===== src/rtl/mem_bus_arbiter.sv =====
// Two-master, one-slave memory bus arbiter with per-master 1-deep request slots,
// round-robin or fixed-priority grant, and a response timeout for dead slaves.
module mem_bus_arbiter #(
    parameter int FIXED_PRIORITY = 0,
    parameter int TIMEOUT        = 1023,
    parameter int TW             = 16
) (
    input  logic        i_clk,
    input  logic        i_rst,

    input  logic        i_m0_DV,
    input  logic [31:0] i_m0_address,
    input  logic [31:0] i_m0_data,
    input  logic [2:0]  i_m0_bhw,
    input  logic        i_m0_write_notread,
    output logic [31:0] o_m0_data,
    output logic        o_m0_DV,
    output logic        o_m0_err,
    output logic        o_m0_drop,

    input  logic        i_m1_DV,
    input  logic [31:0] i_m1_address,
    input  logic [31:0] i_m1_data,
    input  logic [2:0]  i_m1_bhw,
    input  logic        i_m1_write_notread,
    output logic [31:0] o_m1_data,
    output logic        o_m1_DV,
    output logic        o_m1_err,
    output logic        o_m1_drop,

    output logic [31:0] o_bus_address,
    output logic [31:0] o_bus_data,
    output logic [2:0]  o_bhw,
    output logic        o_write_notread,
    output logic        o_bus_DV,
    input  logic [31:0] i_bus_data,
    input  logic        i_bus_DV,

    output logic        o_grant,
    output logic        o_busy
);

    localparam logic [1:0] S_IDLE  = 2'd0;
    localparam logic [1:0] S_ISSUE = 2'd1;
    localparam logic [1:0] S_WAIT  = 2'd2;

    localparam logic [TW-1:0] TO_LIMIT = TW'(TIMEOUT);
    localparam bit            TO_EN    = (TIMEOUT != 0);

    logic        w_req      [2];
    logic [31:0] w_req_addr [2];
    logic [31:0] w_req_data [2];
    logic [2:0]  w_req_bhw  [2];
    logic        w_req_wnr  [2];

    assign w_req[0]      = i_m0_DV;
    assign w_req[1]      = i_m1_DV;
    assign w_req_addr[0] = i_m0_address;
    assign w_req_addr[1] = i_m1_address;
    assign w_req_data[0] = i_m0_data;
    assign w_req_data[1] = i_m1_data;
    assign w_req_bhw[0]  = i_m0_bhw;
    assign w_req_bhw[1]  = i_m1_bhw;
    assign w_req_wnr[0]  = i_m0_write_notread;
    assign w_req_wnr[1]  = i_m1_write_notread;

    logic [1:0]    r_state;
    logic [TW-1:0] r_cnt;
    logic          r_last;
    logic          r_grant;

    logic          r_slot_vld  [2];
    logic [31:0]   r_slot_addr [2];
    logic [31:0]   r_slot_data [2];
    logic [2:0]    r_slot_bhw  [2];
    logic          r_slot_wnr  [2];

    logic [31:0]   r_bus_addr;
    logic [31:0]   r_bus_data;
    logic [2:0]    r_bus_bhw;
    logic          r_bus_wnr;
    logic          r_bus_dv;

    logic          r_rsp_dv   [2];
    logic [31:0]   r_rsp_data [2];
    logic          r_rsp_err  [2];
    logic          r_drop     [2];

    logic          w_idle;
    logic          w_active;
    logic          w_owns   [2];
    logic          w_accept [2];
    logic          w_cand   [2];
    logic          w_win_any;
    logic          w_winner;
    logic [31:0]   w_sel_addr;
    logic [31:0]   w_sel_data;
    logic [2:0]    w_sel_bhw;
    logic          w_sel_wnr;
    logic          w_resp_ok;
    logic          w_timeout;

    assign w_idle   = (r_state == S_IDLE);
    assign w_active = (r_state == S_ISSUE) || (r_state == S_WAIT);

    // A master that owns the in-flight transaction cannot queue behind itself.
    always_comb begin
        for (int m = 0; m < 2; m++) begin
            w_owns[m]   = w_active && (r_grant == 1'(m));
            w_accept[m] = w_req[m] && !r_slot_vld[m] && !w_owns[m];
            w_cand[m]   = w_idle && (r_slot_vld[m] || w_accept[m]);
        end
    end

    always_comb begin
        w_win_any = w_cand[0] || w_cand[1];
        w_winner  = 1'b0;
        if (w_cand[0] && w_cand[1]) begin
            w_winner = (FIXED_PRIORITY != 0) ? 1'b0 : ~r_last;
        end else begin
            w_winner = w_cand[1];
        end
        // A filled slot always holds the older request; otherwise bypass the pulse.
        if (r_slot_vld[w_winner]) begin
            w_sel_addr = r_slot_addr[w_winner];
            w_sel_data = r_slot_data[w_winner];
            w_sel_bhw  = r_slot_bhw[w_winner];
            w_sel_wnr  = r_slot_wnr[w_winner];
        end else begin
            w_sel_addr = w_req_addr[w_winner];
            w_sel_data = w_req_data[w_winner];
            w_sel_bhw  = w_req_bhw[w_winner];
            w_sel_wnr  = w_req_wnr[w_winner];
        end
    end

    assign w_resp_ok = w_active && i_bus_DV;
    assign w_timeout = TO_EN && (r_state == S_WAIT) && (r_cnt == TO_LIMIT) && !i_bus_DV;

    // r_cnt counts cycles since the ISSUE cycle, so a timeout answers TIMEOUT+1 cycles after ISSUE.
    always_ff @(posedge i_clk) begin
        if (i_rst) begin
            r_state    <= S_IDLE;
            r_cnt      <= '0;
            r_last     <= 1'b1;
            r_grant    <= 1'b0;
            r_bus_addr <= '0;
            r_bus_data <= '0;
            r_bus_bhw  <= '0;
            r_bus_wnr  <= 1'b0;
            r_bus_dv   <= 1'b0;
        end else begin
            r_bus_dv <= 1'b0;
            case (r_state)
                S_IDLE: begin
                    if (w_win_any) begin
                        r_state    <= S_ISSUE;
                        r_bus_dv   <= 1'b1;
                        r_bus_addr <= w_sel_addr;
                        r_bus_data <= w_sel_data;
                        r_bus_bhw  <= w_sel_bhw;
                        r_bus_wnr  <= w_sel_wnr;
                        r_grant    <= w_winner;
                        r_last     <= w_winner;
                        r_cnt      <= '0;
                    end
                end
                S_ISSUE: begin
                    r_cnt   <= r_cnt + TW'(1);
                    r_state <= i_bus_DV ? S_IDLE : S_WAIT;
                end
                S_WAIT: begin
                    if (i_bus_DV || w_timeout) begin
                        r_state <= S_IDLE;
                    end else begin
                        r_cnt <= r_cnt + TW'(1);
                    end
                end
                default: r_state <= S_IDLE;
            endcase
        end
    end

    always_ff @(posedge i_clk) begin
        if (i_rst) begin
            for (int m = 0; m < 2; m++) begin
                r_slot_vld[m] <= 1'b0;
                r_rsp_dv[m]   <= 1'b0;
                r_rsp_data[m] <= '0;
                r_rsp_err[m]  <= 1'b0;
                r_drop[m]     <= 1'b0;
            end
        end else begin
            for (int m = 0; m < 2; m++) begin
                r_rsp_dv[m]   <= 1'b0;
                r_rsp_data[m] <= '0;
                r_rsp_err[m]  <= 1'b0;
                r_drop[m]     <= w_req[m] && !w_accept[m];
                if (w_win_any && (w_winner == 1'(m))) begin
                    r_slot_vld[m] <= 1'b0;
                end else if (w_accept[m]) begin
                    r_slot_vld[m] <= 1'b1;
                end
                if ((w_resp_ok || w_timeout) && (r_grant == 1'(m))) begin
                    r_rsp_dv[m]   <= 1'b1;
                    r_rsp_err[m]  <= w_timeout;
                    r_rsp_data[m] <= w_timeout ? 32'h0 : i_bus_data;
                end
            end
        end
    end

    // Slot payload is qualified by r_slot_vld and needs no reset.
    always_ff @(posedge i_clk) begin
        for (int m = 0; m < 2; m++) begin
            if (w_accept[m] && !(w_win_any && (w_winner == 1'(m)))) begin
                r_slot_addr[m] <= w_req_addr[m];
                r_slot_data[m] <= w_req_data[m];
                r_slot_bhw[m]  <= w_req_bhw[m];
                r_slot_wnr[m]  <= w_req_wnr[m];
            end
        end
    end

    assign o_m0_data       = r_rsp_data[0];
    assign o_m0_DV         = r_rsp_dv[0];
    assign o_m0_err        = r_rsp_err[0];
    assign o_m0_drop       = r_drop[0];
    assign o_m1_data       = r_rsp_data[1];
    assign o_m1_DV         = r_rsp_dv[1];
    assign o_m1_err        = r_rsp_err[1];
    assign o_m1_drop       = r_drop[1];

    assign o_bus_address   = r_bus_addr;
    assign o_bus_data      = r_bus_data;
    assign o_bhw           = r_bus_bhw;
    assign o_write_notread = r_bus_wnr;
    assign o_bus_DV        = r_bus_dv;

    assign o_grant         = r_grant;
    assign o_busy          = w_active;

endmodule


===== config.mk =====
export PLATFORM = sky130hd
export DESIGN_NAME = mem_bus_arbiter
export DESIGN_NICKNAME = d
export VERILOG_FILES = /design/src/rtl/mem_bus_arbiter.sv
export SDC_FILE = /design/constraint.sdc
export NUM_CORES = 1
export LEC_CHECK = 0
export BUFFER_PORTS_ARGS = -buffer_cell sky130_fd_sc_hd__buf_2
export CORE_MARGIN = 3
export CORE_UTILIZATION = 35
export CTS_CLUSTER_SIZE = 24
export DETAILED_ROUTE_END_ITERATION = 7
export PLACE_DENSITY = 0.66
export SLEW_MARGIN = 30
export SYNTH_ARGS = -nofsm -noshare
export SYNTH_HDL_FRONTEND = slang
export SYNTH_SLANG_ARGS = --single-unit

===== constraint.sdc =====
create_clock -name i_clk -period 11.92 [get_ports i_clk]
set_clock_uncertainty 0.15 [all_clocks]
set_input_delay 2.384 -clock i_clk [delete_from_list [all_inputs] [get_ports i_clk]]
set_output_delay 2.384 -clock i_clk [all_outputs]
set_load 0.02 [all_outputs]

==> impl_results.md, run 1 <==
* Vias at 9,353
* Via density at 4.899
* Antenna violations before repair at 6
* Fin Setup TNS at 0 ps
* Largest net degree at the start of global routing at 102
* Area grow syn2layout at 27.31%
* Clock buffer depth at 3
* RSZ-0062 raised after global routing: false
* Most frequent cells in the layout: nand2_1, buf_2, edfxtp_1, dfxtp_1, a21oi_1
* Synth cell types at 59
* Tmin final at 4775 ps
* Tot Pwr at 0.003762 W
* Worst slack at placement at 6663 ps
* Post-CTS Setup Inserts at 0
* Per-cell routed wire length at 17.10 µm
* Final WL at 32,640 µm
* Finished Layout Cells at 1,909
* Core ar. at 33,870 µm²
* Seq/Total Area, Yosys at 0.6588
* Fillers at 3,240
* Starting Density at 0.3580
* Critical Path RT at 12,150 ps
* Max-Cap Viols at 0
* Ys async rst share at 0
* Worst Path Arrival at 5010 ps
* PostCTS Resize Cnt at 0
* Synth area leaders: edfxtp_1, dfxtp_1, nand2_1
* Syn avg cell area at 11.28 µm²
* Post-CTS Hold Buffers at 0
* Hold slack at 325.6 ps
* Cts bufs inserted at 34
* Cells after DPL at 1,838
* Crit. End Element: flop
* GPL Wtd Cong at 0.7685
* CTS tree: done
* Cell taking the most area after synthesis: edfxtp_1
* Rel. slew slack at 0.3796
* Final setup viols at 0
* Sequence of cells on the critical path: buf_2, clkinv_1, and2_2, buf_4, a221o_1
* Synth Register Bits at 297
* Vias in the first global route at 9,171
* Area of the die at 36,910 µm²
* Hold/Removal Path Class: flop to flop
* Bufs and invs on worst path at 3
* Fmax at 209.4 MHz
* Slew Viols, Final at 0
* CP delay by family, top: buffers and inverters
* Setup WS post-layout at 7145 ps
* Initial DRC count at 623
* Critical path class: input pin to flop
* Worst Max-Slew Pin Slew at 930.6 ps
* Share of layout cells above drive strength 1 at 0.2705
* CP peak stage delay at 680 ps
* Nets at 1,604
* Max H-tree Level at 2
* Io pins at 314
* Most common flop cell mapped by yosys: edfxtp_1
* GRT Util Overall at 0.1677
* Status: finished, final reports clean
* Die height at 192.1 µm
* Worst-path maximum fanout at 49
* Final Cycle Share at 0.4006
* Number of flops mapped to enable cells by yosys at 204
* Critical Path Start Type: input pin
* Power Dens Cells at 243.7 nW/µm²
* Dpl hpwl at 21,350 µm
* Crit-path slowest cell: clkinv_1
* I/O Buffers at 313
* Commonest non-fill, non-tap cell in the layout: nand2_1
* Initial DRT Pass Iterations at 4
* Yosys warning total at 0
* Cells after synthesis at 1,075
* Worst-path clk slew at 60 ps
* Row count at 67
* Post-DRT Antenna Nets at 0
* Area share of the largest cell type after synthesis at 0.5052
* Final Hold Violating Endpoints at 0
* First-pass GRT wire length at 49,510 µm
* Cell Area, Synth at 12,130 µm²
* Die X at 192.1 µm
* DRC Markers at 0
* Static Leak at 6.685 nW
* Root Driver: clkbuf_16
* # clock sinks at 297
* Grt total ovfl at 0
* Worst-Skew Late Latency at 500 ps
* Peak VDD IR at 0.1341 mV
## through the flow
stage	instance area (µm²)	util
after floorplan	12370	-
after global placement	14240	0.4204
after detailed placement	14270	0.4215
after CTS	15400	0.4548
after global routing	15430	0.4557
final	15440	0.4558
## path summary, 6_finish.rpt
path	from	endpoint	slack (ps)	depth (start not counted)
worst min register to register	o_bus_data[24]	o_bus_data[24]	330	1
worst max-delay path	i_rst	o_bus_address[16]	7150	5
worst min-delay path	o_bus_data[24]	o_bus_data[24]	330	1
worst max register to register	r_state[0]	o_bus_address[27]	7970	9
## logic make-up (layout without fill, tap and decap cells)
| family | after synthesis | count (layout) | share of synthesized area |
|---|---|---|---|
| buffers and inverters | 81 | 393 | 0.03415 |
| DFF | 297 | 297 | 0.6588 |
| and+or+nand+nor | 503 | 503 | 0.1830 |
| AOI/OAI and AO/OA | 188 | 188 | 0.1189 |
| adders and majority gates | 4 | 4 | 0.004128 |
| muxes | 1 | 1 | 0.0008255 |
| other | 1 | 75 | 0.0003093 |
## cell usage after synthesis, types with 4 or more instances
cell / n
a21oi_1: 75
a221o_1: 68
a32o_1: 10
and2_1: 68
buf_2: 27
buf_6: 4
clkbuf_1: 34
dfxtp_1: 93
edfxtp_1: 204
ha_1: 4
inv_1: 5
nand2_1: 360
nand3_1: 16
nand4_1: 7
nor2_1: 13
nor3_1: 18
o21a_1: 4
o21ai_0: 8
## flip-flops by register name (all words and copies together), names as in the netlist, 3 cells and up
name and count:
r_rsp_data 64, r_slot_addr 64, r_slot_data 64, o_bus_address 32, o_bus_data 32, r_cnt 16
r_slot_bhw 6, o_bhw 3
## layer usage
metal | vias up | part of all wire | routed length (µm) | global-route usage
li1 | 4500 | - | - | -
met1 | 4515 | 0.41 | 13430 | 0.2121
met2 | 274 | 0.49 | 16040 | 0.2838
met3 | 64 | 0.070 | 2285 | 0.03523
met4 | 0 | 0.028 | 898 | 0.06052
met5 | - | 0 | 0 | 0
## layout make-up
cell class / instances / area (µm²) / share of cell area
timing repair buffer: 325 / 1692 / 0.1096
antenna: 8 / 20.02 / 0.001297
tap: 448 / 560.5 / 0.03631
inverter: 6 / 22.52 / 0.001459
multi-input combinational: 763 / 4026 / 0.2608
clock inverter: 9 / 72.57 / 0.004701
clock buffer: 53 / 1056 / 0.06841
sequential: 297 / 7988 / 0.5174
## power breakdown
group / switching [W] / internal (W) / leakage [nW] / total [W]
Sequential: 0.000114 / 0.00141 / 2.73 / 0.00152
Combinational: 0.000819 / 0.000387 / 3.40 / 0.00121
Clock: 0.000404 / 0.000631 / 0.552 / 0.00104
No activity file was read; power rests on OpenSTA's default activity.
==> inputs of run 2 (changes only) <==
PLACE_DENSITY = 0.68   (was 0.66)
clock period = 4 ns   (was 11.92 ns; I/O delays follow)
==> run 2 against run 1 <==
Against the previous run:
- setup slack worse by 6100 ps
- combinational power grew to 3.0 times the previous value
- highest routed layer is now met5
- sequential power grew to 3.0 times the previous value
- clock power grew to 2.9 times the previous value
- global-route usage is 0.38 points higher
- flip-flop and latch count stayed put
- largest cell class unchanged
- utilization is 0.25 points higher
==> impl_results.md, run 2 (synthesis gave the netlist of run 1 again) <==
* Share of layout cells above drive strength 1 at 0.2726
* Core ar. at 33,870 µm²
* Worst Path Arrival at 3290 ps
* Power Dens Cells at 726.9 nW/µm²
* Final instance area at 15,520 µm²
* Post-DRT Antenna Nets at 0
* Per-cell routed wire length at 17.43 µm
* Final setup viols at 0
* Final WL at 33,460 µm
* Row count at 67
* # clock sinks at 297
* Die height at 192.1 µm
* Area of the die at 36,910 µm²
* CTS tree: done
* Worst-Skew Late Latency at 490 ps
* Post-CTS Hold Buffers at 0
* Most frequent cells in the layout: nand2_1, buf_2, edfxtp_1, dfxtp_1, a21oi_1
* Final Core Density at 0.4583
* Hold slack at 331.5 ps
* DP Area at 14,390 µm²
* Max-Cap Viols at 0
* Peak VDD IR at 0.4227 mV
* Tmin final at 3001 ps
* Dpl hpwl at 21,980 µm
* Critical path class: flop to flop
* GPL Wtd Cong at 0.7938
* Crit. End Element: flop
* Via density at 4.956
* Post-CTS Setup Inserts at 0
* Vias in the first global route at 9,175
* PostCTS Resize Cnt at 0
* Io pins at 314
* Initial DRC count at 676
* Initial DRT Pass Iterations at 5
* Finished Layout Cells at 1,919
* Die X at 192.1 µm
* RSZ-0062 raised after global routing: false
* GRT Util Overall at 0.1715
* Rel. slew slack at 0.5014
* Vias at 9,511
* Root Driver: clkbuf_16
* Slew Viols, Final at 0
* Cts bufs inserted at 35
* Fmax at 333.2 MHz
* Grt total ovfl at 0
* Critical Path Start Type: flop
* Clock buffer depth at 3
* Cells after DPL at 1,846
* Starting Density at 0.3580
* Critical Path RT at 4290 ps
* Final Hold Violating Endpoints at 0
* Fin Setup TNS at 0 ps
* Commonest non-fill, non-tap cell in the layout: nand2_1
* Antenna violations before repair at 13
* Final Cycle Share at 0.7503
* Static Leak at 6.722 nW
* Worst-path clk slew at 60 ps
* Largest net degree at the start of global routing at 139
* Worst Max-Slew Pin Slew at 747.9 ps
* Area grow syn2layout at 28.02%
* Status: finished, final reports clean
* Nets at 1,612
* Max H-tree Level at 2
* DRC Markers at 0
* Regs by FF count: r_rsp_data: 64 flops, r_slot_addr: 64 flops, r_slot_data: 64 flops
* I/O Buffers at 313
* Hold/Removal Path Class: flop to flop
* First-pass GRT wire length at 50,430 µm
* Worst-path maximum fanout at 138
## run 2: cell count changes in the layout (fill, tap and decap cells not counted), moves of 2 or more
cell       change
buf_12         +6
buf_4          +5
buf_6          -2
clkbuf_16      -2
diode_2        +3
## run 2: final timing paths
path	slack (ps)	from	cells past startpoint	endpoint
worst max-delay path	1000	r_state[0]	8	o_bus_address[22]
worst min-delay path	330	o_bus_data[8]	1	o_bus_data[8]
worst max register to register	1000	r_state[0]	8	o_bus_address[22]
worst min register to register	330	o_bus_data[8]	1	o_bus_data[8]
## run 2: metal layers
layer	vias up	routed length (µm)	share of wire	global-route usage
li1	4517	-	-	-
met1	4590	13650	0.41	0.2213
met2	336	16350	0.49	0.2806
met3	64	2489	0.074	0.03979
met4	4	936	0.028	0.06528
met5	-	28	0.00084	0
## run 2: worst max-delay path: stages (launching register included)
cell	delay (ps)
dfxtp_1	360
inv_1	80
ha_1	420
a21boi_0	530
o221a_4	330
buf_12	380
nand2_1	130
a21oi_1	200
a221o_1	140
## run 2: through the flow
stage / total power [W] / setup WS (ps)
2_1_floorplan: 0.007020 / 424.8
4_1_cts: 0.01141 / 1048
3_5_place_dp: 0.008297 / 907.1
6_report: 0.01128 / 998.6
3_3_place_gp: 0.008220 / 961.7
5_1_grt: 0.01193 / 812.2
## run 2: cell type report
| type | instances | area [µm²] |
|---|---|---|
| fill | 3190 | 18350 |
| sequential | 297 | 7988 |
| multi-input combinational | 763 | 4033 |
| timing repair buffer | 332 | 1784 |
| clock buffer | 51 | 996.0 |
| tap | 448 | 560.5 |
| clock inverter | 11 | 111.4 |
| antenna | 11 | 27.53 |
| inverter | 6 | 22.52 |
## run 2: where the power goes
group / total [W] / internal, W / switching [W]
combinational: 0.00369 / 0.00121 / 0.00248
sequential: 0.00453 / 0.00419 / 0.000345
clock: 0.00306 / 0.00186 / 0.00120
total: 0.0113 / 0.00725 / 0.00403
==> inputs of run 3 (changes only) <==
ABC_AREA = 1   (was unset)
PLACE_DENSITY = 0.67   (was 0.68)
clock period = 2.41 ns   (was 4 ns; I/O delays follow)
==> run 3 against run 2 <==
Against the previous run:
- sequential share of layout area down 6.2 points
- non-clock buffer count is 128 higher
- final area rose by 14%
- utilization grew 3.2 points
- synthesized area up 6.7%
- critical path type unchanged
- highest routed layer unchanged
==> impl_results.md, run 3 <==
* Final WL at 38,420 µm
* Dpl hpwl at 25,940 µm
* Bufs and invs on worst path at 3
* Crit-path slowest cell: dfxtp_1
* Cells after DPL at 2,278
* Seq/Total Area, Yosys at 0.6176
* Regs by FF count: r_rsp_data: 64 flops, r_slot_addr: 64 flops, r_slot_data: 64 flops
* Die height at 198.2 µm
* DRC Markers at 0
* Peak VDD IR at 0.6090 mV
* Power Dens Cells at 1182 nW/µm²
* Clk pwr share at 0.240
* DP Area at 15,590 µm²
* Ys async rst share at 0
* Reg2reg setup slack at 130 ps
* Nets at 2,123
* Grt total ovfl at 0
* Logic gate share of total power at 0.405
* Root Driver: clkbuf_16
* Initial DRT Pass Iterations at 5
* Finished Layout Cells at 2,432
* Per-cell routed wire length at 15.80 µm
* Post-DRT Antenna Nets at 0
* First-pass GRT wire length at 58,550 µm
* Synth Register Bits at 297
* Vias in the first global route at 10,997
* Area of the multi-input gates at 4509 µm²
* Max-Cap Viols at 0
* Cell Area, Synth at 12,930 µm²
* CP Depth at 8
* Hold/Removal Path Class: input pin to flop
* Critical Path Start Type: flop
* Via density at 4.727
* Sw power at 0.008199 W
* Most common flop cell mapped by yosys: edfxtp_1
* GRT Util Overall at 0.1870
* Worst-path maximum fanout at 51
* ANT cells at 0
* Cells after synthesis at 1,466
* Reg2reg end: r_rsp_data[1][2]
* CP delay by family, top: simple AND/OR/NAND/NOR gates
* Most frequent cells in the layout: nand2_1, buf_2, edfxtp_1, nand3_1
* Io pins at 314
* Worst r2r src: r_cnt[1]
* Starting Density at 0.3592
* Critical Path Start: r_cnt[1]
* Worst Setup EP: r_rsp_data[1][2]
* Top-count cell post-synth: nand2_1
* Fmax at 437.9 MHz
* Max H-tree Level at 2
* Tmin final at 2284 ps
* R2R cell count at 8
* Yosys warning total at 0
* Vias at 11,497
* GPL Wtd Cong at 0.8466
* Slew Viols, Final at 0
* Commonest non-fill, non-tap cell in the layout: nand2_1
* Fillers at 3,337
* I/O Buffers at 313
* Critical path class: flop to flop
* Status: finished, final reports clean
* Synth cell types at 27
* Area grow syn2layout at 36.50%
* Cts bufs inserted at 34
* Share of layout cells above drive strength 1 at 0.2258
* Worst Path Arrival at 2400 ps
* Crit. End Element: flop
* CTS tree: done
* Final Hold Violating Endpoints at 0
* Register Area at 7990 µm²
* Final instance area at 17,650 µm²
* Worst-Skew Late Latency at 510 ps
* Synth area leaders: edfxtp_1, nand2_1, dfxtp_1
* Antenna violations before repair at 1
* CP peak stage delay at 380 ps
* Reg power frac at 0.356
* Cell taking the most area after synthesis: edfxtp_1
* Sw Ratio at 0.3930
* Number of flops mapped to enable cells by yosys at 204
* Worst Max-Slew Pin Slew at 511.6 ps
* Final Cycle Share at 0.9475
* Rel. slew slack at 0.6586
* # clock sinks at 297
* Area share of the largest cell type after synthesis at 0.4737
* Area of the die at 39,290 µm²
* Fin Setup TNS at 0 ps
* Core ar. at 36,000 µm²
* Row count at 69
* Commonest cells in the synthesized netlist: nand2_1, edfxtp_1, nand3_1
* Die X at 198.2 µm
* P_int at 0.01266 W
* Syn avg cell area at 8.822 µm²
* Sequence of cells on the critical path: ha_1, nand3_1, nor2_1, nand4_1, buf_4, buf_4, nand3_1, inv_1
* Critical Path RT at 2520 ps
* Initial DRC count at 694
* Final setup viols at 0
* Largest net degree at the start of global routing at 75
* Worst-path clk slew at 60 ps
* Clock buffer depth at 3
* Static Leak at 8.617 nW
* Final Core Density at 0.4904
[run 3: cell count changes in the layout (fill, tap and decap cells not counted), sizes merged, moves of 29 or more]
| cell | delta |
|---|---|
| and2 | -69 |
| nand3 | +157 |
| nor2 | +34 |
| nand2 | +340 |
| nand4 | +29 |
| a21oi | -56 |
| a221o | -68 |
| dlygate4sd3 | +91 |
| buf | +36 |
| inv | +88 |
[run 3: cell families after synthesis]
| group | after synthesis | share of synthesized area |
|---|---|---|
| other cells | 1 | 0.0002900 |
| compound gates | 25 | 0.01064 |
| fa+ha+maj | 4 | 0.003870 |
| flops | 297 | 0.6176 |
| buf+inv | 174 | 0.05882 |
| simple gates | 958 | 0.3040 |
| xor+xnor | 7 | 0.004741 |
[run 3: per-layer routing]
layer	part of all wire	global-route usage	vias to the layer above	routed length (µm)
met5	0.00034	0	-	13
met4	0.027	0.05662	2	1039
met3	0.077	0.03403	76	2940
met2	0.48	0.3182	498	18530
met1	0.41	0.2439	5270	15890
li1	-	-	5651	-
[run 3: stage by stage]
step | hold slack, ps | power (W) | setup slack (ps)
after floorplan | 276.2 | 0.01271 | -1153
after global placement | 284.4 | 0.01560 | 85.33
after detailed placement | 285.2 | 0.01572 | 90.33
after CTS | 0.009326 | 0.02092 | 66.42
after global routing | 0.9333 | 0.02222 | -2.200
final | 23.95 | 0.02086 | 126.5
[run 3: worst min path at each step]
stage,from,cells after the start,slack [ps],endpoint
finish,i_m1_data[7],1,20,r_slot_data[1][7]
global route,i_m1_address[18],1,0.9,r_slot_addr[1][18]
CTS,i_m1_data[7],1,0.009,r_slot_data[1][7]
detailed placement,o_bus_address[27],2,290,o_bus_address[27]
global placement,o_bus_data[9],2,280,o_bus_data[9]
floorplan,r_last,2,280,r_last
[run 3: cell type report]
| type | count | area share |
|---|---|---|
| clock buffers | 45 | 0.05174 |
| clock inverters | 16 | 0.009639 |
| inverters | 92 | 0.02013 |
| multi-input cells | 1061 | 0.2554 |
| flip-flops and latches | 297 | 0.4526 |
| well taps | 461 | 0.03267 |
| repair buffers | 460 | 0.1778 |
[run 3: power by group through the flow]
stage | sequential [W] | combinational (W) | clock (W)
after global routing | 0.00753 | 0.00936 | 0.00533
final | 0.00743 | 0.00844 | 0.00500
after global placement | 0.00748 | 0.00812 | 0
after detailed placement | 0.00751 | 0.00822 | 0
after floorplan | 0.00818 | 0.00453 | 0
after CTS | 0.00742 | 0.00836 | 0.00514
[run 3: what timing repair did]
action                                  4_1_cts  5_1_grt
setup buffers                                 0        1
hold buffers                                 83        8
endpoints found under the setup margin        0       85
hold endpoints to repair                     83        8
gates resized for setup                       0       10
